$ cat config.mk
export PLATFORM = sky130hd
export DESIGN_NAME = pc_control
export DESIGN_NICKNAME = d
export VERILOG_FILES = /design/src/rtl/cpu_pkg.sv /design/src/rtl/branch_cond.sv /design/src/rtl/pc_control_chk.sv /design/src/rtl/pc_control.sv
export SDC_FILE = /design/constraint.sdc
export NUM_CORES = 1
export LEC_CHECK = 0
export BUFFER_PORTS_ARGS = -buffer_cell sky130_fd_sc_hd__buf_2
export CORE_MARGIN = 4
export CORE_UTILIZATION = 55
export DETAILED_ROUTE_END_ITERATION = 12
export HOLD_SLACK_MARGIN = 0.02
export PLACE_DENSITY = 0.86
export SYNTH_ARGS = -nofsm -noshare
export SYNTH_HDL_FRONTEND = slang
export SYNTH_SLANG_ARGS = --single-unit
$ cat constraint.sdc
create_clock -name clk -period 7 [get_ports clk]
set_clock_uncertainty 0.15 [all_clocks]
set_input_delay 1.4 -clock clk [delete_from_list [all_inputs] [get_ports clk]]
set_output_delay 1.4 -clock clk [all_outputs]
set_load 0.01 [all_outputs]
$ cat src/rtl/cpu_pkg.sv
// Shared CPU definitions: opcode map, branch condition codes, PC-stage state
// encoding and small decode helpers used by the PC/flag stage.
package cpu_pkg;

   localparam logic [3:0] OP_ADD    = 4'h0;
   localparam logic [3:0] OP_SUB    = 4'h1;
   localparam logic [3:0] OP_XOR    = 4'h2;
   localparam logic [3:0] OP_RED    = 4'h3;
   localparam logic [3:0] OP_SLL    = 4'h4;
   localparam logic [3:0] OP_SRA    = 4'h5;
   localparam logic [3:0] OP_ROR    = 4'h6;
   localparam logic [3:0] OP_PADDSB = 4'h7;
   localparam logic [3:0] OP_LW     = 4'h8;
   localparam logic [3:0] OP_SW     = 4'h9;
   localparam logic [3:0] OP_LLB    = 4'hA;
   localparam logic [3:0] OP_LHB    = 4'hB;
   localparam logic [3:0] OP_B      = 4'hC;
   localparam logic [3:0] OP_BR     = 4'hD;
   localparam logic [3:0] OP_PCS    = 4'hE;
   localparam logic [3:0] OP_HLT    = 4'hF;

   localparam logic [2:0] CC_NE     = 3'b000;
   localparam logic [2:0] CC_EQ     = 3'b001;
   localparam logic [2:0] CC_GT     = 3'b010;
   localparam logic [2:0] CC_LT     = 3'b011;
   localparam logic [2:0] CC_GE     = 3'b100;
   localparam logic [2:0] CC_LE     = 3'b101;
   localparam logic [2:0] CC_OV     = 3'b110;
   localparam logic [2:0] CC_UNCOND = 3'b111;

   localparam logic [0:0] ST_RUN  = 1'b0;
   localparam logic [0:0] ST_HALT = 1'b1;

   // Word-aligned, sign-extended PC-relative displacement.
   function automatic logic [15:0] branch_offset(input logic [8:0] imm);
      return {{6{imm[8]}}, imm, 1'b0};
   endfunction

   function automatic logic writes_zvn(input logic [3:0] op);
      logic res;
      case (op)
         OP_ADD, OP_SUB: res = 1'b1;
         default:        res = 1'b0;
      endcase
      return res;
   endfunction

   function automatic logic writes_z_only(input logic [3:0] op);
      logic res;
      case (op)
         OP_XOR, OP_SLL, OP_SRA, OP_ROR: res = 1'b1;
         default:                        res = 1'b0;
      endcase
      return res;
   endfunction

endpackage

$ cat src/rtl/branch_cond.sv
// Branch condition evaluator: decides whether a condition code holds for the
// given Z/V/N flag values.
module branch_cond
   import cpu_pkg::*;
(
   input  logic [2:0] ccc,
   input  logic       flag_z,
   input  logic       flag_v,
   input  logic       flag_n,
   output logic       taken
);

   // Condition-code decode.
   always_comb begin
      taken = 1'b0;
      case (ccc)
         CC_NE:     taken = ~flag_z;
         CC_EQ:     taken = flag_z;
         CC_GT:     taken = ~flag_z & ~flag_n;
         CC_LT:     taken = flag_n;
         CC_GE:     taken = flag_z | (~flag_z & ~flag_n);
         CC_LE:     taken = flag_n | flag_z;
         CC_OV:     taken = flag_v;
         CC_UNCOND: taken = 1'b1;
         default:   taken = 1'b0;
      endcase
   end

endmodule

$ cat src/rtl/pc_control_chk.sv
// Invariant checker for the PC/flag stage: halt stickiness and hold behaviour.
module pc_control_chk (
   input logic        clk,
   input logic        rst,
   input logic        stall,
   input logic [15:0] pc,
   input logic        flag_z,
   input logic        flag_v,
   input logic        flag_n,
   input logic        branch_taken,
   input logic        halted
);

   a_halt_sticky: assert property (@(posedge clk) disable iff (rst)
      halted |=> halted);

   a_halt_pc_hold: assert property (@(posedge clk) disable iff (rst)
      halted |=> $stable(pc));

   a_stall_pc_hold: assert property (@(posedge clk) disable iff (rst)
      stall |=> $stable(pc));

   a_stall_flag_hold: assert property (@(posedge clk) disable iff (rst)
      stall |=> $stable({flag_z, flag_v, flag_n}));

   a_no_redirect_stalled: assert property (@(posedge clk) disable iff (rst)
      (stall || halted) |-> !branch_taken);

endmodule

$ cat src/rtl/pc_control.sv
// Program-counter and condition-flag stage: PC register, next-PC selection,
// Z/V/N flag register and the RUN/HALT state.
module pc_control
   import cpu_pkg::*;
#(
   parameter logic [15:0] RESET_PC = 16'h0000
)
(
   input  logic        clk,
   input  logic        rst,
   input  logic [15:0] instr,
   input  logic [15:0] rs_data,
   input  logic        stall,
   input  logic        alu_z,
   input  logic        alu_v,
   input  logic        alu_n,
   output logic [15:0] pc,
   output logic [15:0] pc_plus2,
   output logic        flag_z,
   output logic        flag_v,
   output logic        flag_n,
   output logic        branch_taken,
   output logic        halted
);

   logic [0:0]  state_r;
   logic [0:0]  state_next_s;
   logic [15:0] pc_r;
   logic [15:0] pc_next_s;
   logic [15:0] seq_pc_s;
   logic        flag_z_r, flag_v_r, flag_n_r;
   logic        flag_z_next_s, flag_v_next_s, flag_n_next_s;
   logic        halted_r;
   logic [3:0]  opcode_s;
   logic        advance_s;
   logic        cond_taken_s;

   assign opcode_s  = instr[15:12];
   assign seq_pc_s  = pc_r + 16'd2;
   assign advance_s = (state_r == ST_RUN) && !stall;

   // Condition is always judged on the registered flags left by the prior instruction.
   branch_cond u_branch_cond (
      .ccc    (instr[11:9]),
      .flag_z (flag_z_r),
      .flag_v (flag_v_r),
      .flag_n (flag_n_r),
      .taken  (cond_taken_s)
   );

   // Redirect indication for the current B/BR instruction.
   always_comb begin
      branch_taken = 1'b0;
      if (advance_s && ((opcode_s == OP_B) || (opcode_s == OP_BR))) begin
         branch_taken = cond_taken_s;
      end else begin
         branch_taken = 1'b0;
      end
   end

   // Next-PC mux; a stalled or halted stage simply holds.
   always_comb begin
      pc_next_s = pc_r;
      if (advance_s) begin
         case (opcode_s)
            OP_B: begin
               if (cond_taken_s) pc_next_s = seq_pc_s + branch_offset(instr[8:0]);
               else              pc_next_s = seq_pc_s;
            end
            OP_BR: begin
               if (cond_taken_s) pc_next_s = rs_data;
               else              pc_next_s = seq_pc_s;
            end
            OP_HLT:  pc_next_s = pc_r;
            default: pc_next_s = seq_pc_s;
         endcase
      end else begin
         pc_next_s = pc_r;
      end
   end

   // Flag update selection by opcode class.
   always_comb begin
      flag_z_next_s = flag_z_r;
      flag_v_next_s = flag_v_r;
      flag_n_next_s = flag_n_r;
      if (advance_s && writes_zvn(opcode_s)) begin
         flag_z_next_s = alu_z;
         flag_v_next_s = alu_v;
         flag_n_next_s = alu_n;
      end else if (advance_s && writes_z_only(opcode_s)) begin
         flag_z_next_s = alu_z;
      end else begin
         flag_z_next_s = flag_z_r;
      end
   end

   // RUN -> HALT once HLT retires; HALT is left only through reset.
   always_comb begin
      state_next_s = state_r;
      case (state_r)
         ST_RUN: begin
            if (advance_s && (opcode_s == OP_HLT)) state_next_s = ST_HALT;
            else                                   state_next_s = ST_RUN;
         end
         ST_HALT: state_next_s = ST_HALT;
         default: state_next_s = ST_RUN;
      endcase
   end

   // PC register.
   always_ff @(posedge clk or posedge rst) begin
      if (rst) pc_r <= RESET_PC;
      else     pc_r <= pc_next_s;
   end

   // Condition flag register.
   always_ff @(posedge clk or posedge rst) begin
      if (rst) begin
         flag_z_r <= 1'b0;
         flag_v_r <= 1'b0;
         flag_n_r <= 1'b0;
      end else begin
         flag_z_r <= flag_z_next_s;
         flag_v_r <= flag_v_next_s;
         flag_n_r <= flag_n_next_s;
      end
   end

   // State register and its registered halted indication.
   always_ff @(posedge clk or posedge rst) begin
      if (rst) begin
         state_r  <= ST_RUN;
         halted_r <= 1'b0;
      end else begin
         state_r  <= state_next_s;
         halted_r <= (state_next_s == ST_HALT);
      end
   end

   assign pc       = pc_r;
   assign pc_plus2 = seq_pc_s;
   assign flag_z   = flag_z_r;
   assign flag_v   = flag_v_r;
   assign flag_n   = flag_n_r;
   assign halted   = halted_r;

   pc_control_chk u_chk (
      .clk          (clk),
      .rst          (rst),
      .stall        (stall),
      .pc           (pc_r),
      .flag_z       (flag_z_r),
      .flag_v       (flag_v_r),
      .flag_n       (flag_n_r),
      .branch_taken (branch_taken),
      .halted       (halted_r)
   );

endmodule

; Yosys cells after proc, flatten, opt, wreduce, memory -nomap -nowiden
; Cells that the tools add are included.
[totals]
register_bits = 20
input_bits = 38
[classes]
n_addsub = 2
eq_ne = 15
n_mux = 12
n_bitwise = 7
reduce_logical = 13
[op_table]
columns = op, count
row1 = case mux 16 bit (3 select lines), 1
row2 = 2-to-1 mux 16 bit, 2
row3 = adder 16 bit, 1
row4 = "adder 16 x 2 -> 16 bit, second input constant", 1
row5 = "== test 3 bit, second input constant", 4
row6 = "== test 4 x 3 -> 1 bit, second input constant", 3
row7 = "== test 4 bit, second input constant", 3
row8 = case mux 1 bit (8 select lines), 1
row9 = 2-to-1 mux 1 bit, 7
row10 = "== test 3 x 2 -> 1 bit, second input constant", 2
row11 = logical AND 1 bit, 5
row12 = "== test 4 x 1 -> 1 bit, second input constant", 1
row13 = "== test 4 x 2 -> 1 bit, second input constant", 1
row14 = logical NOT 4 bit, 1
row15 = NOT 1 bit, 4
row16 = OR reduction 4 bit, 1
row17 = "== test 3 x 1 -> 1 bit, second input constant", 1
row18 = logical NOT 3 bit, 1
row19 = OR 1 bit, 2
row20 = case mux 1 bit (2 select lines), 1
row21 = AND reduction 2 bit, 1
row22 = nonzero test 2 bit, 1
row23 = OR reduction 2 bit, 1
row24 = bitwise AND 1 bit, 1
row25 = other kinds (2), 2

; Logic depth before layout (Yosys ltp)
; Gate-level depths: netlist of the first run.
[depth]
ltp_word = 8
ltp_mapped = 14
mapped_depth_nobuf = 13

; By module
; From an unflattened synthesis of the first run, not the netlist that was laid out.
[hier_totals]
cells_unflattened = 259
hier_area_um2 = 2115.8
[by_module_without_submodules]
columns = module, instances, cells_each, area_each_um2
row1 = pc_control, 1, 248, 2039.5
row2 = branch_cond, 1, 11, 76.3

; Worst setup path before layout of the first run
; No wires, ideal clock.
[synth_timing]
kind = input to output
startpoint = input instr[10]
endpoint = output branch_taken
t_arrival_ns = 2.270
setup_slack_ns = 3.180
cell_stages = 6
n_path_buf = 1
path_cell_list = or2b_1 o311ai_0 a22o_2 nand2b_4 buf_6 nor2_8
[synth_via]
elab_chain_cells = 3
elab_cells_between_ends = 10
cone_classes = eq/ne (7) / mux (2) / reduce/logical (1)
[synth_lines]
columns = item, line
row1 = start: declaration, pc_control.sv:11  ; input logic [15:0] instr,
row2 = "== test 3 bit, or another cell as far along", branch_cond.sv:16  ; case (ccc)
row3 = case mux 1 bit (8 select lines) (*), branch_cond.sv:16
row4 = 2-to-1 mux 1 bit (*), pc_control.sv:54  ; if (advance_s && ((opcode_s == OP_B) || (opcode_s == OP_BR))) begin
row5 = end: declaration, pc_control.sv:22  ; output logic branch_taken,
; Mark *: on every way between the ends. The rest lies on a longest branch, timed or not.

; Final worst setup path of the first run
[layout_timing]
startpoint = input instr[12]
endpoint = output branch_taken
[layout_via]
elab_chain_cells = 4
elab_cells_between_ends = 5
cone_classes = eq/ne (2) / mux (1) / reduce/logical (2)
[layout_lines]
columns = item, line
row1 = == test 4 bit, pc_control.sv:54
row2 = logical OR 1 bit (*), pc_control.sv:54
row3 = logical AND 1 bit (*), pc_control.sv:54
row4 = 2-to-1 mux 1 bit (*), pc_control.sv:54
; Marked as above.

==> out/metrics.cfg, run 1 <==
[floorplanning]
ios = 75
die_y_microns = 71.5
coreArea_sq_um = 3770
fp.dieW_microns = 71.5
rows = 22
initial_core_util_pct = 58.8
die_area_sq_um = 5110

[worst_setup_path]
critPathMaxStageDelay_ns = 0.61
worstSetupStartpoint = instr[12]
crit_type = in2out
cp.required_ns = 5.45
cp_cell_sequence = buf_2 > nand4_1 > nand2_1 > nor2_8 > buf_2
cp-end-kind = output port
worst_path_most_repeated_cell = buf_2
cp-start-kind = input port
critPathSlowestCell = nand2_1
cp.arrival_ns = 2.88
reg2reg_from = pc[4]$_DFFE_PP0P_
crit_fanout = 27

[cts]
htreeDepth = 1
hold_buffers = 0
cts_resized = 0
cts.sinks = 20
cts_made_buffers = 3
clk_path_buf_depth = 2
cts_root_buffer = clkbuf_8
cts_tree = done
clk_pin_slew_ns = 0.08
post_cts_buffers = 0
clk_latency_ns = 0.26

[sta]
fmax_mhz = 226
hold_viol_final = 0
tightest_slew_ns = 0.818
tns_ns = 0
min_period_ns = 4.43
setup_slack_ns = 2.57
finalCritPeriodShare_pct = 63.3
maxSlewViolCount = 0
slew_headroom_pct = 45.4
grt_setup_unrepaired = no
setup_violations = 0
whs_ns = 0.377

[synth]
synthTopCellsByCount = nand2_1, o21ai_0, a21oi_1
yosys_register_bits = 20
synth_most_common_cell = nand2_1
yosys_warnings = 0
yosys.area.top_type_share_pct = 22.6
ys_seq_area_share_pct = 22.6
syn_nets = 326
ys_types = 60
ys.flop_type = dfrtp_1
synth_edf_count = 0
syn_area_sq_um = 2220
avgSynthCellArea_sq_um = 8.18
yosys-top-cells-area = dfrtp_1, ha_1, o21ai_0, a21oi_1, nand2_1
synthCells = 271
synth_area_leader_cell = dfrtp_1
async_flop_share_pct = 100

[power_and_ir_drop]
switching_power_uw = 518
ir_drop_mv = 0.349
internal_power_uw = 529
comb_power_share_pct = 68.2
power.share.switching_pct = 49.5
seqPwrFrac_pct = 23.0
pwr-share-clk_pct = 8.8
p_per_area_nw_per_um2 = 400
p_leak_nw = 1.25

[final_layout]
multi_input_area_sq_um = 1610
post-route-cell-area_sq_um = 2620
drive_gt1_share_pct = 27.7
n_antenna_cell = 0
nFillCells = 316
area_growth_syn_to_layout_pct = 18.2
nets = 392
seq_area_sq_um = 500

[placement]
place_ws_ns = 2.56
portBuffers = 74
place_area_sq_um = 2560
hpwl_microns = 4500
gp_congestion = 0.819

[run_status]
outcome = finished clean

[global_routing]
grtUsageTotal_pct = 22.4
grt_pass1_wl_microns = 9430
grt_overflow_total = 0
grt_max_degree = 28
antenna_found_initial = 0
grt_pass1_vias = 2043

[worst_hold_path]
hold_start = halted$_DFF_PP0_
min_path_type = reg2reg

[detailed_routing]
post_drt_wl_per_cell_microns = 15.0
viasPerCell = 5.86
postRouteWirelength_microns = 5760
drt.antenna.violating_nets = 0
vias = 2252
drtPass1Iterations = 4
drc = 0
drt-initial-drc-count = 147

[flow_run]
drv_cap = 0

## placed cells by master (no fill, tap or decap), drive strengths merged, types with 6 or more instances in the layout
master,synthesis,routed
a21oi,24,24
a31oi,6,6
and3,8,8
buf,7,74
dfrtp,20,20
ha,16,16
inv,7,7
mux2i,6,6
nand2,29,29
nand3,10,10
nor2,19,19
o21ai,27,27
xnor2,12,12
xor2,12,12
## critical path, delay by kind of cell
family	cells	cell delay [ns]
buffers and inverters	2	0.57
AND/OR/NAND/NOR	3	0.91
## logic make-up (layout without fill, tap and decap cells)
| logic type | after synthesis | count (layout) | share of synthesized area, % |
|---|---|---|---|
| mux | 11 | 11 | 5.42 |
| buf+inv | 20 | 85 | 4.86 |
| xor+xnor | 24 | 24 | 10.2 |
| fa+ha+maj | 17 | 17 | 9.94 |
| simple gates | 93 | 93 | 22.6 |
| flops | 20 | 20 | 22.6 |
| compound gates | 86 | 86 | 24.4 |
## final cells by class
class                   count  share of cell area [%]
multi-input cells         231                    61.4
repair buffers             74                    14.1
clock buffers               4                    2.10
inverters                   7                    1.00
flip-flops and latches     20                    19.1
well taps                  48                    2.29
## sequential cells by signal, summed over array words and instances (netlist names)
| register | flops |
|---|---|
| flag_z | 1 |
| halted | 1 |
| flag_n | 1 |
| flag_v | 1 |
| pc | 16 |
## per-layer routing
layer  share of wire, %  wire length, microns  global-route usage (%)  up-vias
met5                  0                     0                       0        -
li1                   -                     -                       -     1130
met2                 50                  2850                    39.1       76
met1                 43                  2490                    29.2     1038
met3                6.0                   346                    3.37        8
met4                1.2                    68                    4.59        0
## through the flow
step / total power, mW / util [%] / std cells
2_1_floorplan: 0.745 / - / 271
3_3_place_gp: 0.934 / 68.0 / 380
3_5_place_dp: 0.951 / 68.0 / 380
4_1_cts: 1.05 / 69.5 / 384
5_1_grt: 1.14 / 69.5 / 384
6_report: 1.05 / 69.5 / 384
## power groups by stage
stage                     clock network, mW  registers [mW]  logic [mW]
after CTS                            0.0936           0.238       0.715
final                                0.0921           0.241       0.714
after global placement                    0           0.239       0.695
after floorplan                           0           0.248       0.497
after detailed placement                  0           0.240       0.710
after global routing                 0.0988           0.250       0.795
## final timing paths
kind,cells after the start,slack [ns],endpoint
worst min register to register,1,0.38,halted$_DFF_PP0_
worst max register to register,12,3.70,pc[15]$_DFFE_PP0P_
worst min-delay path,1,0.38,halted$_DFF_PP0_
min in group asynchronous,2,1.13,flag_z$_DFFE_PP0P_
max in group asynchronous,2,5.06,pc[5]$_DFFE_PP0P_
worst max-delay path,5,2.57,branch_taken
Power figures use the tool's default switching activity.
==> run 2: changes to the inputs <==
--- a/config.mk
+++ b/config.mk
@@ -5,12 +5,13 @@
 export SDC_FILE = /design/constraint.sdc
 export NUM_CORES = 1
 export LEC_CHECK = 0
+export ABC_AREA = 1
 export BUFFER_PORTS_ARGS = -buffer_cell sky130_fd_sc_hd__buf_2
 export CORE_MARGIN = 4
-export CORE_UTILIZATION = 55
+export CORE_UTILIZATION = 53
 export DETAILED_ROUTE_END_ITERATION = 12
 export HOLD_SLACK_MARGIN = 0.02
-export PLACE_DENSITY = 0.86
+export PLACE_DENSITY = 0.82
 export SYNTH_ARGS = -nofsm -noshare
 export SYNTH_HDL_FRONTEND = slang
 export SYNTH_SLANG_ARGS = --single-unit
==> constraint.sdc (replaced) <==
create_clock -name clk -period 4.25 [get_ports clk]
set_clock_uncertainty 0.15 [all_clocks]
set_input_delay 0.85 -clock clk [delete_from_list [all_inputs] [get_ports clk]]
set_output_delay 0.85 -clock clk [all_outputs]
set_load 0.01 [all_outputs]
==> out/metrics.cfg, run 2 <==
[global_routing]
grt_overflow_total = 0
grt_pass1_vias = 2696
grt_max_degree = 23
grt_pass1_wl_microns = 12100
antenna_found_initial = 0
grtUsageTotal_pct = 24.5

[worst_hold_path]
hold_start = halted$_DFF_PP0_
min_path_type = reg2reg
whs_endpoint = halted$_DFF_PP0_
hold_path_depth = 1

[floorplanning]
ios = 75
initial_core_util_pct = 55.5
coreArea_sq_um = 4410
die_y_microns = 76.0
rows = 24
die_area_sq_um = 5770
fp.dieW_microns = 76.0

[worst_setup_path]
reg2reg_from = pc[2]$_DFFE_PP0P_
crit_type = in2out
worstReg2RegEnd = pc[14]$_DFFE_PP0P_
reg2reg_slack_ns = 1.27
cp.arrival_ns = 2.27
reg2reg_depth = 15
cp-start-kind = input port
crit_fanout = 22
cp-end-kind = output port
cp.required_ns = 3.25

[detailed_routing]
wl_met1_microns = 3220
dr_wl_met3_microns = 568
post_drt_wl_per_cell_microns = 13.5
route.met2.wl_microns = 3270
drc = 0
viasPerCell = 5.44
postRouteWirelength_microns = 7170
vias = 2897
drt.antenna.violating_nets = 0
drtPass1Iterations = 5
routed.top_layer = met4
drt-initial-drc-count = 242

[cts]
cts_resized = 0
clk_path_buf_depth = 2
hold_buffers = 0
cts.sinks = 20
clk_pin_slew_ns = 0.07
cts_root_buffer = clkbuf_8
cts_made_buffers = 3
cts_tree = done
htreeDepth = 1
clk_latency_ns = 0.26
post_cts_buffers = 0

[synth]
yosys_register_bits = 20
async_flop_share_pct = 100
synthCells = 409
synth_most_common_cell = nand2_1
syn_area_sq_um = 2450
yosys_warnings = 0
ys_seq_area_share_pct = 20.4
synthTopCellsByCount = nand2_1, nor2_1, inv_1
avgSynthCellArea_sq_um = 5.99
ys_types = 35
ys.flop_type = dfrtp_1
syn_nets = 464
synth_area_leader_cell = dfrtp_1
synth_edf_count = 0
yosys.area.top_type_share_pct = 20.4
yosys-top-cells-area = dfrtp_1, nand2_1, nor2_1, ha_1, inv_1

[placement]
dp.cells = 530
gp_congestion = 0.945
portBuffers = 74
hpwl_microns = 5680

[sta]
min_period_ns = 3.27
tightest_slew_ns = 0.819
finalCritPeriodShare_pct = 76.9
tns_ns = 0
grt_setup_unrepaired = no
slew_headroom_pct = 45.4
hold_viol_final = 0
setup_violations = 0
maxSlewViolCount = 0
fmax_mhz = 306

[final_layout]
area_growth_syn_to_layout_pct = 18.6
nets = 538
layout_common_cells = nand2_1, buf_2, nor2_1
drive_gt1_share_pct = 20.0
final_common_cell = nand2_1
final_cells = 533
n_antenna_cell = 0
largest_register_ffs = 16

[power_and_ir_drop]
ir_drop_mv = 0.521
p_leak_nw = 1.58
p_per_area_nw_per_um2 = 730

[flow_run]
drv_cap = 0

[run_status]
outcome = finished clean

## run 2: stage by stage
stage	instance area [sq um]	utilization, %	total power [mW]	setup slack, ns	hold WS, ns
after floorplan	2450	-	1.51	1.53	0.361
after global placement	2870	64.9	1.95	1.11	0.313
after detailed placement	2870	64.9	1.97	1.04	0.322
after CTS	2910	65.8	2.11	1.04	0.339
after global routing	2910	65.8	2.36	0.855	0.378
final	2910	65.8	2.12	0.983	0.333
## run 2: worst max-delay path by stage
stage / from / end / slack, ns
floorplan: pc[1]$_DFFE_PP0P_ / pc[14]$_DFFE_PP0P_ / 1.53
global placement: instr[10] / branch_taken / 1.11
detailed placement: instr[10] / branch_taken / 1.04
CTS: instr[10] / branch_taken / 1.04
global route: instr[11] / branch_taken / 0.86
finish: instr[10] / branch_taken / 0.98
## run 2: final cells by class
cell class	count	area, sq um
Tap cell	52	65.1
Timing Repair Buffer	76	385
Inverter	53	199
Fill cell	434	1510
Multi-Input combinational cell	329	1720
Clock buffer	3	41.3
Sequential cell	20	500
## run 2: critical path, cell delays in order
cell,delay [ns]
buf_2,0.11
o21ai_1,0.18
nor3_1,0.10
o21ai_2,0.12
buf_4,0.27
nand2_1,0.28
nor2_1,0.20
buf_2,0.16
## run 2: logic make-up after synthesis
logic type | synth area share, %
buf+inv | 9.55
simple gates | 41.8
fa+ha+maj | 8.99
flops | 20.4
mux | 0.460
xor+xnor | 3.88
compound gates | 14.9
## run 2: per-layer routing
metal,vias to the layer above,track usage [%]
met5,-,0
met4,0,5.87
met3,12,4.02
met2,130,40.5
met1,1284,33.1
li1,1471,-
## run 2: report_power, final
group / leakage (nW) / internal [mW] / total, mW / switching (mW)
Clock: 0.0216 / 0.0633 / 0.130 / 0.0665
Sequential: 0.213 / 0.266 / 0.372 / 0.106
Combinational: 1.34 / 0.593 / 1.62 / 1.03
